`src/rtl/swat_le_loader.sv`:
```
// -----------------------------------------------------------------------------
// swat_le_loader
//
// Consumes the SWAT_LE software register in the user_clk domain. The 32-bit
// word from the PPC has to pass a stability filter before it is accepted.
// Rising edges of its load-enable bit (and, when built with the clear feature,
// its clear bit) become single-word writes or a full sweep-clear on the SWAT
// lookup-table port, which uses a ready handshake. It also counts completed
// loads and dropped load requests.
//
// Build option:
//   SWAT_LE_CLEAR_EN  define to include the clr bit, the CLEAR state and the
//                     sweep counter. When it is undefined, sw_reg[30] is
//                     ignored.
//
// Parameters:
//   ADDR_W         table address width (1..10), taken from sw_reg[20 +: ADDR_W]
//   DATA_W         table data width (1..20), taken from sw_reg[DATA_W-1:0]
//   STABLE_CYCLES  consecutive matching samples needed to accept a word (>=1)
//
// Ports:
//   user_clk    in   sole clock
//   user_rst_n  in   asynchronous active-low reset
//   sw_reg      in   [31] le, [30] clr, [29:20] addr, [19:0] data
//   tbl_ready   in   table accepts a write this cycle
//   tbl_we      out  write strobe; a write completes when tbl_we && tbl_ready
//   tbl_addr    out  write address
//   tbl_data    out  write data
//   busy        out  FSM not idle
//   load_count  out  completed load writes (wraps)
//   drop_count  out  dropped load requests (saturates at 255)
// -----------------------------------------------------------------------------
module swat_le_loader #(
  parameter int ADDR_W        = 8,
  parameter int DATA_W        = 16,
  parameter int STABLE_CYCLES = 2
) (
  input  logic              user_clk,
  input  logic              user_rst_n,
  input  logic [31:0]       sw_reg,
  input  logic              tbl_ready,
  output logic              tbl_we,
  output logic [ADDR_W-1:0] tbl_addr,
  output logic [DATA_W-1:0] tbl_data,
  output logic              busy,
  output logic [15:0]       load_count,
  output logic [7:0]        drop_count
);

  localparam int                CNT_W     = (STABLE_CYCLES > 1) ? $clog2(STABLE_CYCLES) : 1;
  localparam logic [CNT_W-1:0]  CNT_MAX   = CNT_W'(STABLE_CYCLES - 1);
  localparam logic [ADDR_W-1:0] ADDR_LAST = '1;

`ifdef SWAT_LE_CLEAR_EN
  typedef enum logic [1:0] {ST_IDLE, ST_WRITE, ST_CLEAR} state_t;
`else
  typedef enum logic [1:0] {ST_IDLE, ST_WRITE} state_t;
`endif

  // Stability filter and edge-detect state
  logic [31:0]       r_s0;
  logic [CNT_W-1:0]  r_cnt;
  logic [31:0]       r_acc;
  logic              r_le_d;
`ifdef SWAT_LE_CLEAR_EN
  logic              r_clr_d;
`endif

  // FSM and registered outputs
  state_t            r_state;
  logic              r_we;
  logic [ADDR_W-1:0] r_addr;
  logic [DATA_W-1:0] r_data;
  logic              r_busy;
  logic [15:0]       r_load_count;
  logic [7:0]        r_drop_count;

  logic              w_le_rise;
  logic              w_drop;
  logic              w_unused;

  // A word is accepted only after it has been sampled identically on
  // STABLE_CYCLES+1 consecutive edges. Any change restarts the count.
  // NOTE: sequential state uses nonblocking (<=) assignments, so every
  // register here samples pre-edge values regardless of statement order.
  always_ff @(posedge user_clk or negedge user_rst_n) begin
    if (!user_rst_n) begin
      r_s0   <= '0;
      r_cnt  <= '0;
      r_acc  <= '0;
      r_le_d <= 1'b0;
`ifdef SWAT_LE_CLEAR_EN
      r_clr_d <= 1'b0;
`endif
    end else begin
      r_s0 <= sw_reg;
      if (sw_reg != r_s0) begin
        r_cnt <= '0;
      end else begin
        if (r_cnt != CNT_MAX) r_cnt <= r_cnt + CNT_W'(1);
        if (r_cnt == CNT_MAX) r_acc <= sw_reg;
      end
      r_le_d <= r_acc[31];
`ifdef SWAT_LE_CLEAR_EN
      r_clr_d <= r_acc[30];
`endif
    end
  end

  assign w_le_rise = r_acc[31] & ~r_le_d;

`ifdef SWAT_LE_CLEAR_EN
  logic w_clr_rise;
  assign w_clr_rise = r_acc[30] & ~r_clr_d;
  // A load request is lost if the FSM is busy, or if it coincides with a
  // clear request (the clear takes priority).
  assign w_drop     = w_le_rise & ((r_state != ST_IDLE) | w_clr_rise);
`else
  assign w_drop     = w_le_rise & (r_state == ST_WRITE);
`endif

  // Fields of the accepted word that the table port does not use.
  assign w_unused = ^r_acc;

  // The write strobe and the address/data are registered. They change only
  // when the FSM changes state or a write is accepted, so they stay stable
  // while the table holds off.
  always_ff @(posedge user_clk or negedge user_rst_n) begin
    if (!user_rst_n) begin
      r_state      <= ST_IDLE;
      r_we         <= 1'b0;
      r_addr       <= '0;
      r_data       <= '0;
      r_busy       <= 1'b0;
      r_load_count <= '0;
      r_drop_count <= '0;
    end else begin
      if (w_drop && (r_drop_count != 8'hFF)) r_drop_count <= r_drop_count + 8'd1;

      unique case (r_state)
        ST_IDLE: begin
`ifdef SWAT_LE_CLEAR_EN
          if (w_clr_rise) begin
            r_state <= ST_CLEAR;
            r_we    <= 1'b1;
            r_busy  <= 1'b1;
            r_addr  <= '0;
            r_data  <= '0;
          end else
`endif
          if (w_le_rise) begin
            r_state <= ST_WRITE;
            r_we    <= 1'b1;
            r_busy  <= 1'b1;
            r_addr  <= r_acc[20 +: ADDR_W];
            r_data  <= r_acc[DATA_W-1:0];
          end
        end

        ST_WRITE: begin
          if (tbl_ready) begin
            r_load_count <= r_load_count + 16'd1;
            r_state      <= ST_IDLE;
            r_we         <= 1'b0;
            r_busy       <= 1'b0;
          end
        end

`ifdef SWAT_LE_CLEAR_EN
        // tbl_addr doubles as the sweep counter; data stays zero.
        ST_CLEAR: begin
          if (tbl_ready) begin
            if (r_addr == ADDR_LAST) begin
              r_state <= ST_IDLE;
              r_we    <= 1'b0;
              r_busy  <= 1'b0;
            end else begin
              r_addr <= r_addr + ADDR_W'(1);
            end
          end
        end
`endif

        default: begin
          r_state <= ST_IDLE;
          r_we    <= 1'b0;
          r_busy  <= 1'b0;
        end
      endcase
    end
  end

  assign tbl_we     = r_we;
  assign tbl_addr   = r_addr;
  assign tbl_data   = r_data;
  assign busy       = r_busy;
  assign load_count = r_load_count;
  assign drop_count = r_drop_count;

endmodule
```
`config.mk`:
```
export PLATFORM = sky130hd
export DESIGN_NAME = swat_le_loader
export DESIGN_NICKNAME = d
export VERILOG_FILES = /design/src/rtl/swat_le_loader.sv
export SDC_FILE = /design/constraint.sdc
export NUM_CORES = 1
export LEC_CHECK = 0
export BUFFER_PORTS_ARGS = -buffer_cell sky130_fd_sc_hd__buf_2
export CELL_PAD_IN_SITES_DETAIL_PLACEMENT = 1
export CELL_PAD_IN_SITES_GLOBAL_PLACEMENT = 2
export CORE_MARGIN = 8
export CORE_UTILIZATION = 30
export DETAILED_ROUTE_END_ITERATION = 16
export MAX_ROUTING_LAYER = met4
export PLACE_DENSITY = 0.66
export SYNTH_ARGS = -nofsm -noshare
export SYNTH_HDL_FRONTEND = slang
export SYNTH_SLANG_ARGS = --single-unit
```
`constraint.sdc`:
```
create_clock -name user_clk -period 2.54 [get_ports user_clk]
set_input_delay 0.254 -clock user_clk [delete_from_list [all_inputs] [get_ports user_clk]]
set_output_delay 0.254 -clock user_clk [all_outputs]
set_load 0.1 [all_outputs]
```
==> flow_metrics.tcl <==
set metrics [dict create \
    leakage_nw 2.580 \
    setup_viol 0 \
    htree_levels 3 \
    status "finished clean" \
    rrSetupSlack_ns 0.54 \
    hold_viol 0 \
    start_util_pct 30.23 \
    multi_input_area_sq_um 1384 \
    grt_max_degree 71 \
    netlist_instances 271 \
    ys_types 24 \
    arrival_ns 2.22 \
    grt_pass1_vias 2751 \
    finalMaxSlewViolations 0 \
    tritoncts "done" \
    final_nets 401 \
    num_vias 2419 \
    finalClockSkew_ns 0.008727 \
    avgSynthCellArea_sq_um 15.25 \
    endpoint_kind "flop" \
    drt-total-wl_mm 8.715 \
    yosysMostFrequentCell "dfrtp_1" \
    firstDrtPassIters 3 \
    cp-start-kind "flop" \
    syn_nets 308 \
    grt_use_total_pct 10.83 \
    cp.required_ns 2.76 \
    vias_per_cell 4.406 \
    die_w_um 133.4 \
    port_buffers 84 \
    seq_area_frac_synth_pct 65.41 \
    clock-sinks 108 \
    drc 0 \
    netlist_top_cells_count "dfrtp_1 (108), mux2_2 (51), xnor2_1 (46)" \
    grt_setup_unrepaired "false" \
    synthToLayoutAreaGrowth_pct 23.53 \
    hold_path_class "in -> reg" \
    clkTransAtPathRegs_ns 0.07 \
    io_pins 85 \
    synth_top_cell_by_area "dfrtp_1" \
    drtIter0Drc 83 \
    fp-row-count 43 \
    max_freq_mhz 501.2 \
    powerDensity_nw_per_um2 648.7 \
    netlist_area_sq_um 4131 \
    overflow 0 \
    ys_seq_elements 108 \
    hpwl_mm 6.249 \
    min_period_ns 1.995 \
    place_congestion 0.6964 \
    cts.path.max_buffers 2 \
    synth-main-ff-cell "dfrtp_1" \
    grt_pass1_wl_mm 14.89 \
    core-area_sq_um 13670 \
    synthArstFlopShare_pct 100.0 \
    clk_latency_ns 0.34 \
    worst_slew_pin_slew_ns 0.6302 \
    drive_above_1_share_pct 43.09 \
    ctsResizeCount 0 \
    antennaDiodeCount 0 \
    fillers 1474 \
    yosysWarningCount 0 \
    synth_edf_count 0 \
    tns_ns 0 \
    maxCapViolations 0 \
    irDropWorstVdd_v 0.0002691 \
    die_h_um 133.4 \
    avgRoutedWirePerCell_um 15.87 \
    max-slew-margin-rel_pct 57.44 \
    critPathMaxFanout 25 \
    antenna_left 0 \
    synth.area.top_cells "dfrtp_1 (65%), mux2_2 (14%), xnor2_1 (9.8%), nand4_1 (2.3%), xor2_1 (1.7%)" \
    die_area_sq_um 17780 \
    area.sequential_sq_um 2703 \
    worstSetupPathType "reg -> reg" \
    numCtsBuffers 9 \
    fin_crit_sh_pct 78.56 \
    synth_top_area_share_pct 65.41 \
    finalPower_mw 3.311 \
    cts-root-buf "clkbuf_16" \
    antenna_found_initial 0 \
]
-- state kept, by name, indices dropped and copies added (netlist names) --
register    cells
tbl_data       16
load_count     16
drop_count      8
busy            1
r_acc          25
tbl_addr        8
r_cnt           1
r_le_d          1
r_s0           32
-- metal layers --
metal | up-vias | track usage [%] | routed length, um
li1 | 1120 | - | -
met1 | 1241 | 14.16 | 4202
met2 | 46 | 15.61 | 4033
met3 | 12 | 2.259 | 293
met4 | 0 | 5.427 | 185
met5 | - | - | 0
-- path summary, 6_finish.rpt --
| path | startpoint | endpoint | cells past startpoint |
|---|---|---|---|
| max in group asynchronous | user_rst_n | r_s0[9]$_DFF_PN0_ | 3 |
| setup reg to reg | r_s0[27]$_DFF_PN0_ | r_acc[27]$_DFFE_PN0P_ | 6 |
| min in group asynchronous | user_rst_n | drop_count[5]$_DFFE_PN0P_ | 2 |
| setup / recovery | r_s0[27]$_DFF_PN0_ | r_acc[27]$_DFFE_PN0P_ | 6 |
| hold / removal | sw_reg[29] | r_s0[29]$_DFF_PN0_ | 1 |
| hold reg to reg | r_acc[31]$_DFFE_PN0P_ | r_le_d$_DFF_PN0_ | 0 |
-- kinds of logic after synthesis --
logic type	after synthesis	synth area share, %
multiplexers	51	13.90
adder cells (fa/ha/maj)	2	0.6056
XOR/XNOR	54	11.45
flip-flops	108	65.41
buffers and inverters	8	1.242
AND/OR/NAND/NOR	46	6.996
AO/OA/AOI/OAI	2	0.3938
-- what timing repair did --
item / 4_1_cts / 5_1_grt
setup buffers: 0 / 0
endpoints found under the setup margin: 0 / 0
hold endpoints to repair: 38 / 0
hold buffers: 1 / 0
-- critical path, cell delays in order (launching register included) --
cell	delay (ns)
dfrtp_1	0.37
xnor2_1	0.17
nand4_1	0.17
nor4_2	0.47
nand3_2	0.11
buf_4	0.27
mux2_2	0.31
-- stage by stage --
stage / cells / setup WS (ns) / util [%] / area [sq um] / hold slack [ns]
3_5_place_dp: 532 / 0.4702 / 35.05 / 4790 / 0.2705
5_1_grt: 549 / 0.4007 / 37.35 / 5104 / 0.02671
6_report: 549 / 0.5446 / 37.35 / 5104 / 0.03697
4_1_cts: 549 / 0.4575 / 37.35 / 5104 / 0.01516
2_1_floorplan: 271 / 0.2140 / - / 4131 / -0.04159
3_3_place_gp: 532 / 0.4594 / 35.05 / 4790 / 0.2739
-- placed cells by master, fill, tap and decap left out, types with 3 or more instances in the layout --
cell type,count
and3_1,3
buf_2,83
clkbuf_16,9
dfrtp_1,108
mux2_2,51
nand2_1,6
nand3_1,6
nand4_1,15
nor2_1,5
xnor2_1,46
xor2_1,8
-- where the power goes --
| part | leakage (nW) | internal, mW | switching, mW | total (mW) |
|---|---|---|---|---|
| clock | 0.149 | 0.816 | 0.600 | 1.42 |
| combinational | 1.00 | 0.0593 | 0.0793 | 0.139 |
| sequential | 1.43 | 1.74 | 0.0115 | 1.76 |
| total | 2.58 | 2.62 | 0.691 | 3.31 |
-- final cells by class --
| cell class | instances | area share (%) |
|---|---|---|
| sequential | 108 | 52.95 |
| clock buffer | 12 | 5.026 |
| inverter | 2 | 0.1471 |
| timing repair buffer | 88 | 9.414 |
| multi-input combinational | 155 | 27.11 |
| tap | 180 | 4.413 |
| clock inverter | 4 | 0.9316 |
(Power assumes the default switching activity.)
